### config.mk
export PLATFORM = sky130hd
export DESIGN_NAME = core_sequencer_flat
export DESIGN_NICKNAME = d
export VERILOG_FILES = /design/src/rtl/core_pkg.sv /design/src/rtl/core_sequencer_if.sv /design/src/rtl/wait_timer.sv /design/src/rtl/core_sequencer.sv /design/src/flat_wrapper.sv
export SDC_FILE = /design/constraint.sdc
export NUM_CORES = 1
export LEC_CHECK = 0
export CAP_MARGIN = 20
export CORE_MARGIN = 2
export CORE_UTILIZATION = 42
export DETAILED_ROUTE_END_ITERATION = 6
export GPL_TIMING_DRIVEN = 0
export MAX_ROUTING_LAYER = met4
export PLACE_DENSITY = 0.77
export SYNTH_ARGS = -nofsm -noshare
export SYNTH_HDL_FRONTEND = slang
export SYNTH_SLANG_ARGS = --single-unit
export TNS_END_PERCENT = 20
### constraint.sdc
create_clock -name clk -period 2.2 [get_ports clk]
set_input_delay 0.44 -clock clk [delete_from_list [all_inputs] [get_ports clk]]
set_output_delay 0.44 -clock clk [all_outputs]
set_load 0.01 [all_outputs]
### src/rtl/core_pkg.sv
// Shared definitions for the core sequencer and the decode logic around it:
// phase encoding, FPU wait limit default and small decode helpers.
package core_pkg;

    localparam int STATE_W             = 3;
    localparam int FPU_TIMEOUT_DEFAULT = 255;

    typedef enum logic [STATE_W-1:0] {
        ST_FETCH  = 3'd0,
        ST_DECODE = 3'd1,
        ST_EXEC   = 3'd2,
        ST_MEM    = 3'd3,
        ST_WRITE  = 3'd4,
        ST_IDLE   = 3'd5,
        ST_HALT   = 3'd6
    } core_state_e;

    // An instruction needs the MEM phase for any data-memory or I/O access.
    function automatic logic needs_mem_phase(input logic mem_read, input logic mem_write,
                                             input logic data_in, input logic data_out);
        return mem_read | mem_write | data_in | data_out;
    endfunction

    // Branch target selected for unconditional branches or taken conditional ones.
    function automatic logic branch_taken(input logic branch_c, input logic branch_uc,
                                          input logic cond);
        return branch_uc | (branch_c & cond);
    endfunction

endpackage

### src/rtl/core_sequencer_if.sv
// Handshake and strobe bundle between the sequencer and the rest of the core.
//
// Handshakes: a requester holds its request/valid (imem_req, dmem_req,
// io_tx_valid) high until the cycle the partner's ready/ack (imem_ready,
// dmem_ack, io_tx_ready) is sampled high; the transfer happens in that cycle.
// io_rx_valid is held by the source and consumed by a one-cycle io_rx_ack.
// fpu_start is a single-cycle launch, fpu_done is the completion indication.
// instret_ld/instret_wdata let the core overwrite the retired-instruction counter.
interface core_sequencer_if;
    logic        imem_req;
    logic        imem_ready;
    logic        ir_we;
    logic        use_fpu;
    logic        mem_read;
    logic        mem_write;
    logic        data_in;
    logic        data_out;
    logic        reg_write;
    logic        writef;
    logic        branch_c;
    logic        branch_uc;
    logic        cond;
    logic        fpu_start;
    logic        fpu_done;
    logic        dmem_req;
    logic        dmem_ack;
    logic        io_rx_valid;
    logic        io_rx_ack;
    logic        io_tx_valid;
    logic        io_tx_ready;
    logic        rf_we;
    logic        frf_we;
    logic        pc_we;
    logic        pc_sel;
    logic        instret_ld;
    logic [31:0] instret_wdata;

    modport master (
        output imem_req, ir_we, fpu_start, dmem_req, io_rx_ack, io_tx_valid,
               rf_we, frf_we, pc_we, pc_sel,
        input  imem_ready, use_fpu, mem_read, mem_write, data_in, data_out,
               reg_write, writef, branch_c, branch_uc, cond, fpu_done, dmem_ack,
               io_rx_valid, io_tx_ready, instret_ld, instret_wdata
    );

    modport slave (
        input  imem_req, ir_we, fpu_start, dmem_req, io_rx_ack, io_tx_valid,
               rf_we, frf_we, pc_we, pc_sel,
        output imem_ready, use_fpu, mem_read, mem_write, data_in, data_out,
               reg_write, writef, branch_c, branch_uc, cond, fpu_done, dmem_ack,
               io_rx_valid, io_tx_ready, instret_ld, instret_wdata
    );

endinterface

### src/rtl/wait_timer.sv
// EXEC wait counter: cleared by start, advanced by tick. expired flags the
// tick that completes LIMIT waited cycles, so the caller leaves EXEC after
// exactly LIMIT cycles without a completion.
module wait_timer
    import core_pkg::*;
#(
    parameter int LIMIT = FPU_TIMEOUT_DEFAULT
) (
    input  logic clk,
    input  logic rst_n,
    input  logic start,
    input  logic tick,
    output logic expired
);

    localparam int W = (LIMIT < 2) ? 1 : $clog2(LIMIT);

    logic [W-1:0] count_q;

    // Count waited cycles; start wins over tick.
    always_ff @(posedge clk or negedge rst_n) begin
        if (!rst_n) begin
            count_q <= '0;
        end else if (start) begin
            count_q <= '0;
        end else if (tick) begin
            count_q <= count_q + 1'b1;
        end
    end

    assign expired = tick && (count_q == W'(LIMIT - 1));

endmodule

### src/rtl/core_sequencer.sv
// Multi-cycle instruction sequencer: FETCH, DECODE, EXEC (with optional FPU
// wait), MEM (data memory then I/O) and WRITE, with IDLE when not running and
// an absorbing HALT after an FPU timeout.
module core_sequencer
    import core_pkg::*;
#(
    parameter int FPU_TIMEOUT = FPU_TIMEOUT_DEFAULT
) (
    input  logic                  clk,
    input  logic                  rst_n,
    input  logic                  run,
    output logic [STATE_W-1:0]    state,
    output logic [31:0]           instret,
    output logic                  err,
    core_sequencer_if.master      bus
);

    core_state_e state_q;
    core_state_e state_d;

    logic        rst_seen_q;    // one edge seen since reset release
    logic        exec_first_q;  // current cycle is the first EXEC cycle
    logic        din_q;         // data_in captured in the first EXEC cycle
    logic        dout_q;        // data_out captured in the first EXEC cycle
    logic        mem_done_q;    // memory part of MEM finished
    logic        rx_done_q;     // input-byte part of MEM finished
    logic [31:0] instret_q;
    logic        err_q;

    logic din_eff;
    logic dout_eff;
    logic mem_pend;
    logic rx_pend;
    logic tx_pend;
    logic timer_start;
    logic timer_tick;
    logic timer_expired;

    // In the first EXEC cycle the latches are not loaded yet, so use the live bits.
    assign din_eff  = exec_first_q ? bus.data_in  : din_q;
    assign dout_eff = exec_first_q ? bus.data_out : dout_q;

    assign mem_pend = (bus.mem_read | bus.mem_write) & ~mem_done_q;
    assign rx_pend  = din_q & ~rx_done_q;
    assign tx_pend  = dout_q;

    assign timer_start = (state_q == ST_DECODE);
    assign timer_tick  = (state_q == ST_EXEC) & bus.use_fpu & ~bus.fpu_done;

    wait_timer #(.LIMIT(FPU_TIMEOUT)) u_wait_timer (
        .clk     (clk),
        .rst_n   (rst_n),
        .start   (timer_start),
        .tick    (timer_tick),
        .expired (timer_expired)
    );

    // Phase register.
    always_ff @(posedge clk or negedge rst_n) begin
        if (!rst_n) begin
            state_q <= ST_IDLE;
        end else begin
            state_q <= state_d;
        end
    end

    // Phase transitions.
    always_comb begin
        state_d = state_q;
        case (state_q)
            ST_IDLE: begin
                if (run && rst_seen_q) state_d = ST_FETCH;
            end
            ST_FETCH: begin
                if (bus.imem_ready) state_d = ST_DECODE;
            end
            ST_DECODE: begin
                state_d = ST_EXEC;
            end
            ST_EXEC: begin
                if (!bus.use_fpu || bus.fpu_done) begin
                    state_d = needs_mem_phase(bus.mem_read, bus.mem_write, din_eff, dout_eff)
                              ? ST_MEM : ST_WRITE;
                end else if (timer_expired) begin
                    state_d = ST_HALT;
                end
            end
            ST_MEM: begin
                if (mem_pend) begin
                    if (bus.dmem_ack && !din_q && !dout_q) state_d = ST_WRITE;
                end else if (rx_pend) begin
                    if (bus.io_rx_valid && !dout_q) state_d = ST_WRITE;
                end else if (!tx_pend || bus.io_tx_ready) begin
                    state_d = ST_WRITE;
                end
            end
            ST_WRITE: begin
                state_d = run ? ST_FETCH : ST_IDLE;
            end
            ST_HALT: begin
                state_d = ST_HALT;
            end
            default: begin
                state_d = ST_IDLE;
            end
        endcase
    end

    // Requests and strobes decoded from the current phase.
    always_comb begin
        bus.imem_req    = 1'b0;
        bus.ir_we       = 1'b0;
        bus.fpu_start   = 1'b0;
        bus.dmem_req    = 1'b0;
        bus.io_rx_ack   = 1'b0;
        bus.io_tx_valid = 1'b0;
        bus.rf_we       = 1'b0;
        bus.frf_we      = 1'b0;
        bus.pc_we       = 1'b0;
        bus.pc_sel      = 1'b0;
        case (state_q)
            ST_FETCH: begin
                bus.imem_req = 1'b1;
                bus.ir_we    = bus.imem_ready;
            end
            ST_EXEC: begin
                bus.fpu_start = bus.use_fpu & exec_first_q;
            end
            ST_MEM: begin
                bus.dmem_req    = mem_pend;
                bus.io_rx_ack   = ~mem_pend & rx_pend & bus.io_rx_valid;
                bus.io_tx_valid = ~mem_pend & ~rx_pend & tx_pend;
            end
            ST_WRITE: begin
                bus.pc_we  = 1'b1;
                bus.rf_we  = bus.reg_write & ~bus.writef;
                bus.frf_we = bus.writef;
                bus.pc_sel = branch_taken(bus.branch_c, bus.branch_uc, bus.cond);
            end
            default: begin
            end
        endcase
    end

    // Latches, MEM sub-phase progress, retired count and the sticky error.
    always_ff @(posedge clk or negedge rst_n) begin
        if (!rst_n) begin
            rst_seen_q   <= 1'b0;
            exec_first_q <= 1'b0;
            din_q        <= 1'b0;
            dout_q       <= 1'b0;
            mem_done_q   <= 1'b0;
            rx_done_q    <= 1'b0;
            instret_q    <= 32'd0;
            err_q        <= 1'b0;
        end else begin
            rst_seen_q   <= 1'b1;
            exec_first_q <= (state_q == ST_DECODE);
            if ((state_q == ST_EXEC) && exec_first_q) begin
                din_q  <= bus.data_in;
                dout_q <= bus.data_out;
            end
            if (state_q == ST_MEM) begin
                if (mem_pend && bus.dmem_ack) mem_done_q <= 1'b1;
                if (!mem_pend && rx_pend && bus.io_rx_valid) rx_done_q <= 1'b1;
            end else begin
                mem_done_q <= 1'b0;
                rx_done_q  <= 1'b0;
            end
            if (bus.instret_ld) begin
                instret_q <= bus.instret_wdata;
            end else if (state_q == ST_WRITE) begin
                instret_q <= instret_q + 32'd1;
            end
            if (state_d == ST_HALT) err_q <= 1'b1;
        end
    end

    assign state   = state_q;
    assign instret = instret_q;
    assign err     = err_q;

endmodule

### src/flat_wrapper.sv
// flat-port wrapper written by rule: the top's interface ports become plain ports
module core_sequencer_flat import core_pkg::*;
#(
    parameter int FPU_TIMEOUT = FPU_TIMEOUT_DEFAULT
)
  (clk, rst_n, run, state, instret, err, bus_imem_req, bus_ir_we, bus_fpu_start, bus_dmem_req, bus_io_rx_ack, bus_io_tx_valid, bus_rf_we, bus_frf_we, bus_pc_we, bus_pc_sel, bus_imem_ready, bus_use_fpu, bus_mem_read, bus_mem_write, bus_data_in, bus_data_out, bus_reg_write, bus_writef, bus_branch_c, bus_branch_uc, bus_cond, bus_fpu_done, bus_dmem_ack, bus_io_rx_valid, bus_io_tx_ready, bus_instret_ld, bus_instret_wdata);
  core_sequencer_if bus_i ();
  input  logic clk;
  input  logic rst_n;
  input  logic run;
  output logic [STATE_W-1:0] state;
  output logic [31:0] instret;
  output logic err;
  output wire logic [$bits(bus_i.imem_req)-1:0] bus_imem_req;
  output wire logic [$bits(bus_i.ir_we)-1:0] bus_ir_we;
  output wire logic [$bits(bus_i.fpu_start)-1:0] bus_fpu_start;
  output wire logic [$bits(bus_i.dmem_req)-1:0] bus_dmem_req;
  output wire logic [$bits(bus_i.io_rx_ack)-1:0] bus_io_rx_ack;
  output wire logic [$bits(bus_i.io_tx_valid)-1:0] bus_io_tx_valid;
  output wire logic [$bits(bus_i.rf_we)-1:0] bus_rf_we;
  output wire logic [$bits(bus_i.frf_we)-1:0] bus_frf_we;
  output wire logic [$bits(bus_i.pc_we)-1:0] bus_pc_we;
  output wire logic [$bits(bus_i.pc_sel)-1:0] bus_pc_sel;
  input wire logic [$bits(bus_i.imem_ready)-1:0] bus_imem_ready;
  input wire logic [$bits(bus_i.use_fpu)-1:0] bus_use_fpu;
  input wire logic [$bits(bus_i.mem_read)-1:0] bus_mem_read;
  input wire logic [$bits(bus_i.mem_write)-1:0] bus_mem_write;
  input wire logic [$bits(bus_i.data_in)-1:0] bus_data_in;
  input wire logic [$bits(bus_i.data_out)-1:0] bus_data_out;
  input wire logic [$bits(bus_i.reg_write)-1:0] bus_reg_write;
  input wire logic [$bits(bus_i.writef)-1:0] bus_writef;
  input wire logic [$bits(bus_i.branch_c)-1:0] bus_branch_c;
  input wire logic [$bits(bus_i.branch_uc)-1:0] bus_branch_uc;
  input wire logic [$bits(bus_i.cond)-1:0] bus_cond;
  input wire logic [$bits(bus_i.fpu_done)-1:0] bus_fpu_done;
  input wire logic [$bits(bus_i.dmem_ack)-1:0] bus_dmem_ack;
  input wire logic [$bits(bus_i.io_rx_valid)-1:0] bus_io_rx_valid;
  input wire logic [$bits(bus_i.io_tx_ready)-1:0] bus_io_tx_ready;
  input wire logic [$bits(bus_i.instret_ld)-1:0] bus_instret_ld;
  input wire logic [$bits(bus_i.instret_wdata)-1:0] bus_instret_wdata;
  assign bus_imem_req = bus_i.imem_req;
  assign bus_ir_we = bus_i.ir_we;
  assign bus_fpu_start = bus_i.fpu_start;
  assign bus_dmem_req = bus_i.dmem_req;
  assign bus_io_rx_ack = bus_i.io_rx_ack;
  assign bus_io_tx_valid = bus_i.io_tx_valid;
  assign bus_rf_we = bus_i.rf_we;
  assign bus_frf_we = bus_i.frf_we;
  assign bus_pc_we = bus_i.pc_we;
  assign bus_pc_sel = bus_i.pc_sel;
  assign bus_i.imem_ready = bus_imem_ready;
  assign bus_i.use_fpu = bus_use_fpu;
  assign bus_i.mem_read = bus_mem_read;
  assign bus_i.mem_write = bus_mem_write;
  assign bus_i.data_in = bus_data_in;
  assign bus_i.data_out = bus_data_out;
  assign bus_i.reg_write = bus_reg_write;
  assign bus_i.writef = bus_writef;
  assign bus_i.branch_c = bus_branch_c;
  assign bus_i.branch_uc = bus_branch_uc;
  assign bus_i.cond = bus_cond;
  assign bus_i.fpu_done = bus_fpu_done;
  assign bus_i.dmem_ack = bus_dmem_ack;
  assign bus_i.io_rx_valid = bus_io_rx_valid;
  assign bus_i.io_tx_ready = bus_io_tx_ready;
  assign bus_i.instret_ld = bus_instret_ld;
  assign bus_i.instret_wdata = bus_instret_wdata;
  core_sequencer #(.FPU_TIMEOUT(FPU_TIMEOUT)) u_core (.clk(clk), .rst_n(rst_n), .run(run), .state(state), .instret(instret), .err(err), .bus(bus_i));
endmodule
==> results.toml, run 1 <==
[logic_synthesis]
synth_edf_count = 0
ys_seq_area_share_pct = 43.4
synth_area_leaders = "dfrtp_1 42%, a31oi_1 4.8%, nor2_1 4.4%"
yosys_register_bits = 50
synth_common_cells = "48 x dfrtp_1, 34 x nor2_1, 25 x nand2_1, 22 x a31oi_1, 22 x o21ai_0"
synth_area_um2 = 2890
synth_cell_types = 49
synth.yosys.warnings = 0
synthCells = 326
syn_avg_cell_area_um2 = 8.86
synth_nets = 380
synth_top_area_cell = "dfrtp_1"
yosysMostFrequentCell = "dfrtp_1"
yosys.area.top_type_share_pct = 41.6
synthFlopType = "dfrtp_1"
async_flop_share_pct = 100

[final_layout]
final_area_um2 = 4190
fin_nets = 493
fin_cells = 520
drive_gt1_share_pct = 10.7
n_antenna_cell = 0
n_fill_cell = 604
area_growth_syn_to_layout_pct = 45.1

[floorplanning]
rows = 30
die_h_um = 86.9
core_um2 = 6720
initial_core_util_pct = 43.0
dieArea_um2 = 7560
die-width_um = 86.9
io_pins = 97

[routing]
routed.top_layer = "met4"
wl_met2_mm = 3.79
drt-initial-drc-count = 151
totalWireLength_mm = 7.99
num_vias = 2954
antenna_left = 0
wl_per_cell_um = 15.4
routed_via_density = 5.68
route.met3.wl_um = 416
wl_met1_mm = 3.65
drt-pass1-iter-count = 4
drc = 0

[min_path]
hp-class = "in2async"

[sta]
hold_viol = 0
setup_ws_ns = -0.0553
drv_slew = 0
fin_crit_ns = 2.26
tightest_slew_ns = 0.517
worst_hold_slack_ns = 0.0846
setup_tns_ns = -0.146
fin_crit_sh_pct = 103
fin_worst_skew_ns = 0.0140
maxSlewHeadroom_pct = 65.5
finalSetupViolations = 4
clock.fmax_mhz = 443
rsz0062_at_grt = "true"

[critical_path]
reg2reg_from = "u_core.state[2]$_DFF_PN1_"
critPathRequiredTime_ns = 2.43
critPathTopFamily = "simple AND/OR/NAND/NOR gates"
reg2reg_to = "u_core.instret[14]$_DFFE_PN0P_"
slowest_delay_ns = 0.55
worst_ep_arrival_time_ns = 2.49
cp_max_fo = 7
path_cells = "or3b_4, or4_4, buf_6, or3_4, a31oi_1"
end_kind = "flop"
ff2ff_path_depth = 5
crit_path_start_kind = "flop"
worst-path-buf-inv = 1
critical_path.slowest_cell = "dfstp_2"
critPathKind = "reg2reg"
r2r_slack_ns = -0.06

[global_route]
overflow = 0
grtUsageTotal_pct = 21.9
grt_pass1_vias = 2881
grt_max_degree = 32
antenna_found_initial = 0
grt_pass1_wl_mm = 13.0

[clock_tree]
cts_sinks = 50
cts_buffer_depth = 2
numCtsBuffers = 5
cts_tree = "done"
h-tree-depth = 2
clock_latency_ns = 0.30
hold_buffers = 0
cts-root-buf = "clkbuf_8"
clk_pin_slew_ns = 0.10

[place]
dp_hpwl_mm = 5.74
port_buffers = 96
dp_cells = 503
globalplace.congestion = 0.894
placed_cell_area_um2 = 3980

[job]
drv_cap = 0

[power_and_ir_drop]
powerDensity_nw_per_um2 = 757
vdd_drop_max_mv = 0.469
leakage_nw = 1.65
power.total_w = 0.00317

[run_status]
violations = "negative setup slack"
status = "finished with violations"
-- worst max path at each step --
stage	start	to	cells after the start	slack, ns
2_1_floorplan	u_core.state[2]$_DFF_PN1_	u_core.instret[28]$_DFFE_PN0P_	5	-0.02
3_3_place_gp	rst_n	u_core.instret[16]$_DFFE_PN0P_	1	-0.87
3_5_place_dp	u_core.state[2]$_DFF_PN1_	bus_frf_we	6	-0.38
4_1_cts	u_core.state[2]$_DFF_PN1_	u_core.instret[12]$_DFFE_PN0P_	6	-0.06
5_1_grt	u_core.state[2]$_DFF_PN1_	u_core.instret[14]$_DFFE_PN0P_	5	-0.12
6_report	u_core.state[2]$_DFF_PN1_	u_core.instret[14]$_DFFE_PN0P_	5	-0.06
-- where the power goes --
part / leakage, nW / internal, W / switching, W / total [W]
Sequential: 0.601 / 0.00107 / 0.000162 / 0.00123
Combinational: 0.995 / 0.000691 / 0.000601 / 0.00129
Clock: 0.0524 / 0.000341 / 0.000307 / 0.000648
-- stage by stage --
| step | setup slack (ns) | util, % |
|---|---|---|
| 3_3_place_gp | -0.874 | 59.0 |
| 6_report | -0.0553 | 62.4 |
| 5_1_grt | -0.123 | 62.4 |
| 2_1_floorplan | -0.0221 | - |
| 3_5_place_dp | -0.384 | 59.2 |
| 4_1_cts | -0.0583 | 61.7 |
-- cells by family (layout without fill, tap and decap cells) --
kind of cell,count (synthesis),count (layout),share of synthesized area [%]
xor gates and xnor gates,17,17,5.15
other,1,1,0.130
buffers and inverters,25,139,3.38
adders and majority gates,3,3,1.30
AOI/OAI and AO/OA,70,70,15.3
DFF,50,50,43.4
muxes,3,3,1.13
and+or+nand+nor,157,157,30.2
-- flip-flops by register name, summed over array words and instances, names as in the netlist --
signal / flops
u_core.rst_seen_q: 1
u_core.exec_first_q: 1
u_core.rx_done_q: 1
u_core.mem_done_q: 1
u_core.din_q: 1
u_core.u_wait_timer.count_q: 8
u_core.state: 3
u_core.dout_q: 1
u_core.instret: 32
u_core.err: 1
-- layout by cell type, fill, tap and decap left out, types with 10 or more instances in the layout --
cell type | Yosys | final
a31oi_1 | 22 | 22
clkbuf_1 | 10 | 10
o21ai_0 | 22 | 22
or4_1 | 12 | 12
nand2_1 | 25 | 25
nand4_1 | 17 | 17
xor2_1 | 10 | 10
nand3_1 | 12 | 12
clkdlybuf4s50_1 | 0 | 86
nor2_1 | 34 | 34
dfrtp_1 | 48 | 48
or3_1 | 13 | 12
-- layer usage --
metal | vias to the layer above | global-route usage [%]
li1 | 1442 | -
met1 | 1407 | 29.0
met5 | - | -
met2 | 91 | 34.7
met4 | 0 | 5.97
met3 | 14 | 3.79
-- layout make-up --
type | instances | area [µm²] | area share, %
Buffer | 13 | 77.6 | 1.85
Clock buffer | 7 | 76.3 | 1.82
Clock inverter | 1 | 30.0 | 0.716
Inverter | 11 | 43.8 | 1.04
Multi-Input combinational cell | 251 | 1580 | 37.7
Sequential cell | 50 | 1250 | 29.9
Tap cell | 80 | 100 | 2.39
Timing Repair Buffer | 107 | 1030 | 24.6
-- what timing repair did --
action | 4_1_cts | 5_1_grt
cloned | 0 | 1
pin swaps | 2 | 7
setup endpoints to repair | 22 | 16
gates resized for setup | 37 | 8
setup buffers | 5 | 4
(Power assumes the default switching activity.)
==> run 2: changes to the inputs <==
--- a/config.mk
+++ b/config.mk
@@ -7,11 +7,12 @@
 export LEC_CHECK = 0
 export CAP_MARGIN = 20
 export CORE_MARGIN = 2
-export CORE_UTILIZATION = 42
+export CORE_UTILIZATION = 43
+export CTS_BUF_LIST = sky130_fd_sc_hd__clkbuf_4
 export DETAILED_ROUTE_END_ITERATION = 6
 export GPL_TIMING_DRIVEN = 0
 export MAX_ROUTING_LAYER = met4
-export PLACE_DENSITY = 0.77
+export PLACE_DENSITY = 0.79
 export SYNTH_ARGS = -nofsm -noshare
 export SYNTH_HDL_FRONTEND = slang
 export SYNTH_SLANG_ARGS = --single-unit
==> run 2 against run 1 <==
Compared with the run above: die area is 2.2% lower; critical path type is now reg2out; critical endpoint is now bus_frf_we; power shrank 0.55%; sequential cell count unchanged; the flow still finishes with violations (negative setup slack); sequential power hardly changed; largest cell class unchanged; clock skew about the same; cell count down 0.77%; combinational power up 4%; highest routed layer unchanged; hold slack got worse by 0.066 ns; critical path depth stayed put.
==> results.toml, run 2 (synthesized netlist as in run 1, its figures left out) <==
[run_status]
status = "finished with violations"
violations = "negative setup slack"

[sta]
clock.fmax_mhz = 443
fin_crit_ns = 2.26
finalSetupViolations = 5
tightest_slew_ns = 0.557
fin_crit_sh_pct = 103
fin_worst_skew_ns = 0.0140
setup_tns_ns = -0.188
rsz0062_at_grt = "true"
hold_viol = 0
setup_ws_ns = -0.0594
maxSlewHeadroom_pct = 62.9
drv_slew = 0

[floorplanning]
io_pins = 97
core_um2 = 6420
rows = 29
initial_core_util_pct = 45.0
dieArea_um2 = 7390
die-width_um = 86.0
die_h_um = 86.0

[critical_path]
cp_max_fo = 7
critPathRequiredTime_ns = 1.76
critical_path.slowest_cell = "dfstp_2"
critPathKind = "reg2out"
worst_ep_arrival_time_ns = 1.82
critPathTopFamily = "simple AND/OR/NAND/NOR gates"
slowest_delay_ns = 0.57
path_cells = "or3b_4, inv_4, buf_6, and2_4, buf_6"
end_kind = "output pin"
path_common_cell = "buf_6"
crit_path_start_kind = "flop"
worst-path-buf-inv = 3

[global_route]
grtUsageTotal_pct = 22.9
grt_pass1_vias = 2831
antenna_found_initial = 0
overflow = 0
grt_max_degree = 29
grt_pass1_wl_mm = 13.2

[final_layout]
n_fill_cell = 537
area_growth_syn_to_layout_pct = 44.3
n_antenna_cell = 0
drive_gt1_share_pct = 11.6
final_area_um2 = 4170
fin_nets = 492
utilization_pct = 64.9
largest_reg_flops = 32
final_common_cell = "clkdlybuf4s50_1"
mostFrequentLayoutCells = "85 x clkdlybuf4s50_1, 46 x dfrtp_1, 34 x nor2_1, 25 x nand2_1, 22 x o21ai_0"

[power_and_ir_drop]
p_int_w = 0.00207
power_frac_comb_pct = 42.6
powerDensity_nw_per_um2 = 757
swShare_pct = 34.4
power.total_w = 0.00316
p_clk_share_pct = 17.9
seqPwrFrac_pct = 39.5
p_sw_w = 0.00109
leakage_nw = 1.65
vdd_drop_max_mv = 0.420

[clock_tree]
clk_pin_slew_ns = 0.15
cts_tree = "done"
numCtsBuffers = 5
cts_sinks = 50
hold_buffers = 0
h-tree-depth = 2
cts_buffer_depth = 2
cts-root-buf = "clkbuf_4"
clock_latency_ns = 0.38

[routing]
routed_via_density = 5.74
totalWireLength_mm = 8.18
drt-pass1-iter-count = 4
wl_per_cell_um = 15.8
drc = 0
num_vias = 2964
antenna_left = 0
drt-initial-drc-count = 197

[place]
port_buffers = 96
dp_hpwl_mm = 6.04
placed_cell_area_um2 = 3970
globalplace.congestion = 0.783

[job]
drv_cap = 0

[min_path]
hp-class = "in2async"
==> run 2: changes by cell type in the layout (fill, tap and decap cells not counted), sizes merged <==
cell           change
buf                +2
dlygate4sd2        -1
clkdlybuf4s15      -1
clkdlybuf4s50      -1
==> run 2: path summary, 6_finish.rpt <==
check                                         startpoint                             end  slack, ns  cells past startpoint
setup / recovery               u_core.state[2]$_DFF_PN1_                      bus_frf_we      -0.06                      5
hold / removal                                     rst_n   u_core.mem_done_q$_DFFE_PN0P_       0.02                      1
setup reg to reg               u_core.state[2]$_DFF_PN1_  u_core.instret[28]$_DFFE_PN0P_      -0.05                      4
hold reg to reg            u_core.mem_done_q$_DFFE_PN0P_   u_core.mem_done_q$_DFFE_PN0P_       0.52                      2
max in group asynchronous                          rst_n       u_core.state[0]$_DFF_PN1_       1.57                      2
min in group clk           u_core.mem_done_q$_DFFE_PN0P_   u_core.mem_done_q$_DFFE_PN0P_       0.52                      2
==> run 2: final cells by class <==
type	count	area [µm²]	area share, %
Tap cell	77	96.3	2.31
Buffer	13	78.8	1.89
Clock buffer	7	52.6	1.26
Multi-Input combinational cell	251	1580	37.8
Clock inverter	1	30.0	0.720
Timing Repair Buffer	106	1040	24.8
Sequential cell	50	1260	30.1
Inverter	11	43.8	1.05
==> run 2: metrics by stage <==
step | std cells | setup WS, ns | hold WS (ns)
final | 516 | -0.0594 | 0.0182
after global routing | 516 | -0.115 | 0.0425
after CTS | 515 | -0.143 | 0.0294
after detailed placement | 500 | -0.426 | 0.456
after global placement | 499 | -0.812 | 0.497
after floorplan | 326 | -0.0221 | 0.144
==> run 2: power by group through the flow <==
stage | logic (W) | registers (W) | clock network [W]
4_1_cts | 0.00133 | 0.00124 | 0.000570
5_1_grt | 0.00146 | 0.00127 | 0.000606
3_5_place_dp | 0.00112 | 0.00127 | 0
2_1_floorplan | 0.000565 | 0.00127 | 0
3_3_place_gp | 0.00108 | 0.00126 | 0
6_report | 0.00134 | 0.00125 | 0.000565
==> run 2: timing repair <==
| action | in CTS | in global routing |
|---|---|---|
| endpoints found under the setup margin | 26 | 21 |
| gates resized for setup | 46 | 11 |
| setup buffers | 7 | 1 |
| cloned | 0 | 1 |
| pin swaps | 4 | 5 |
==> run 2: metal layers <==
layer  track usage, %  wire, µm  up-vias
met3             4.23       439       11
met4             7.07       103        0
met2             36.6      4000       88
met5                -         0        -
met1             29.7      3630     1430
li1                 -         -     1435
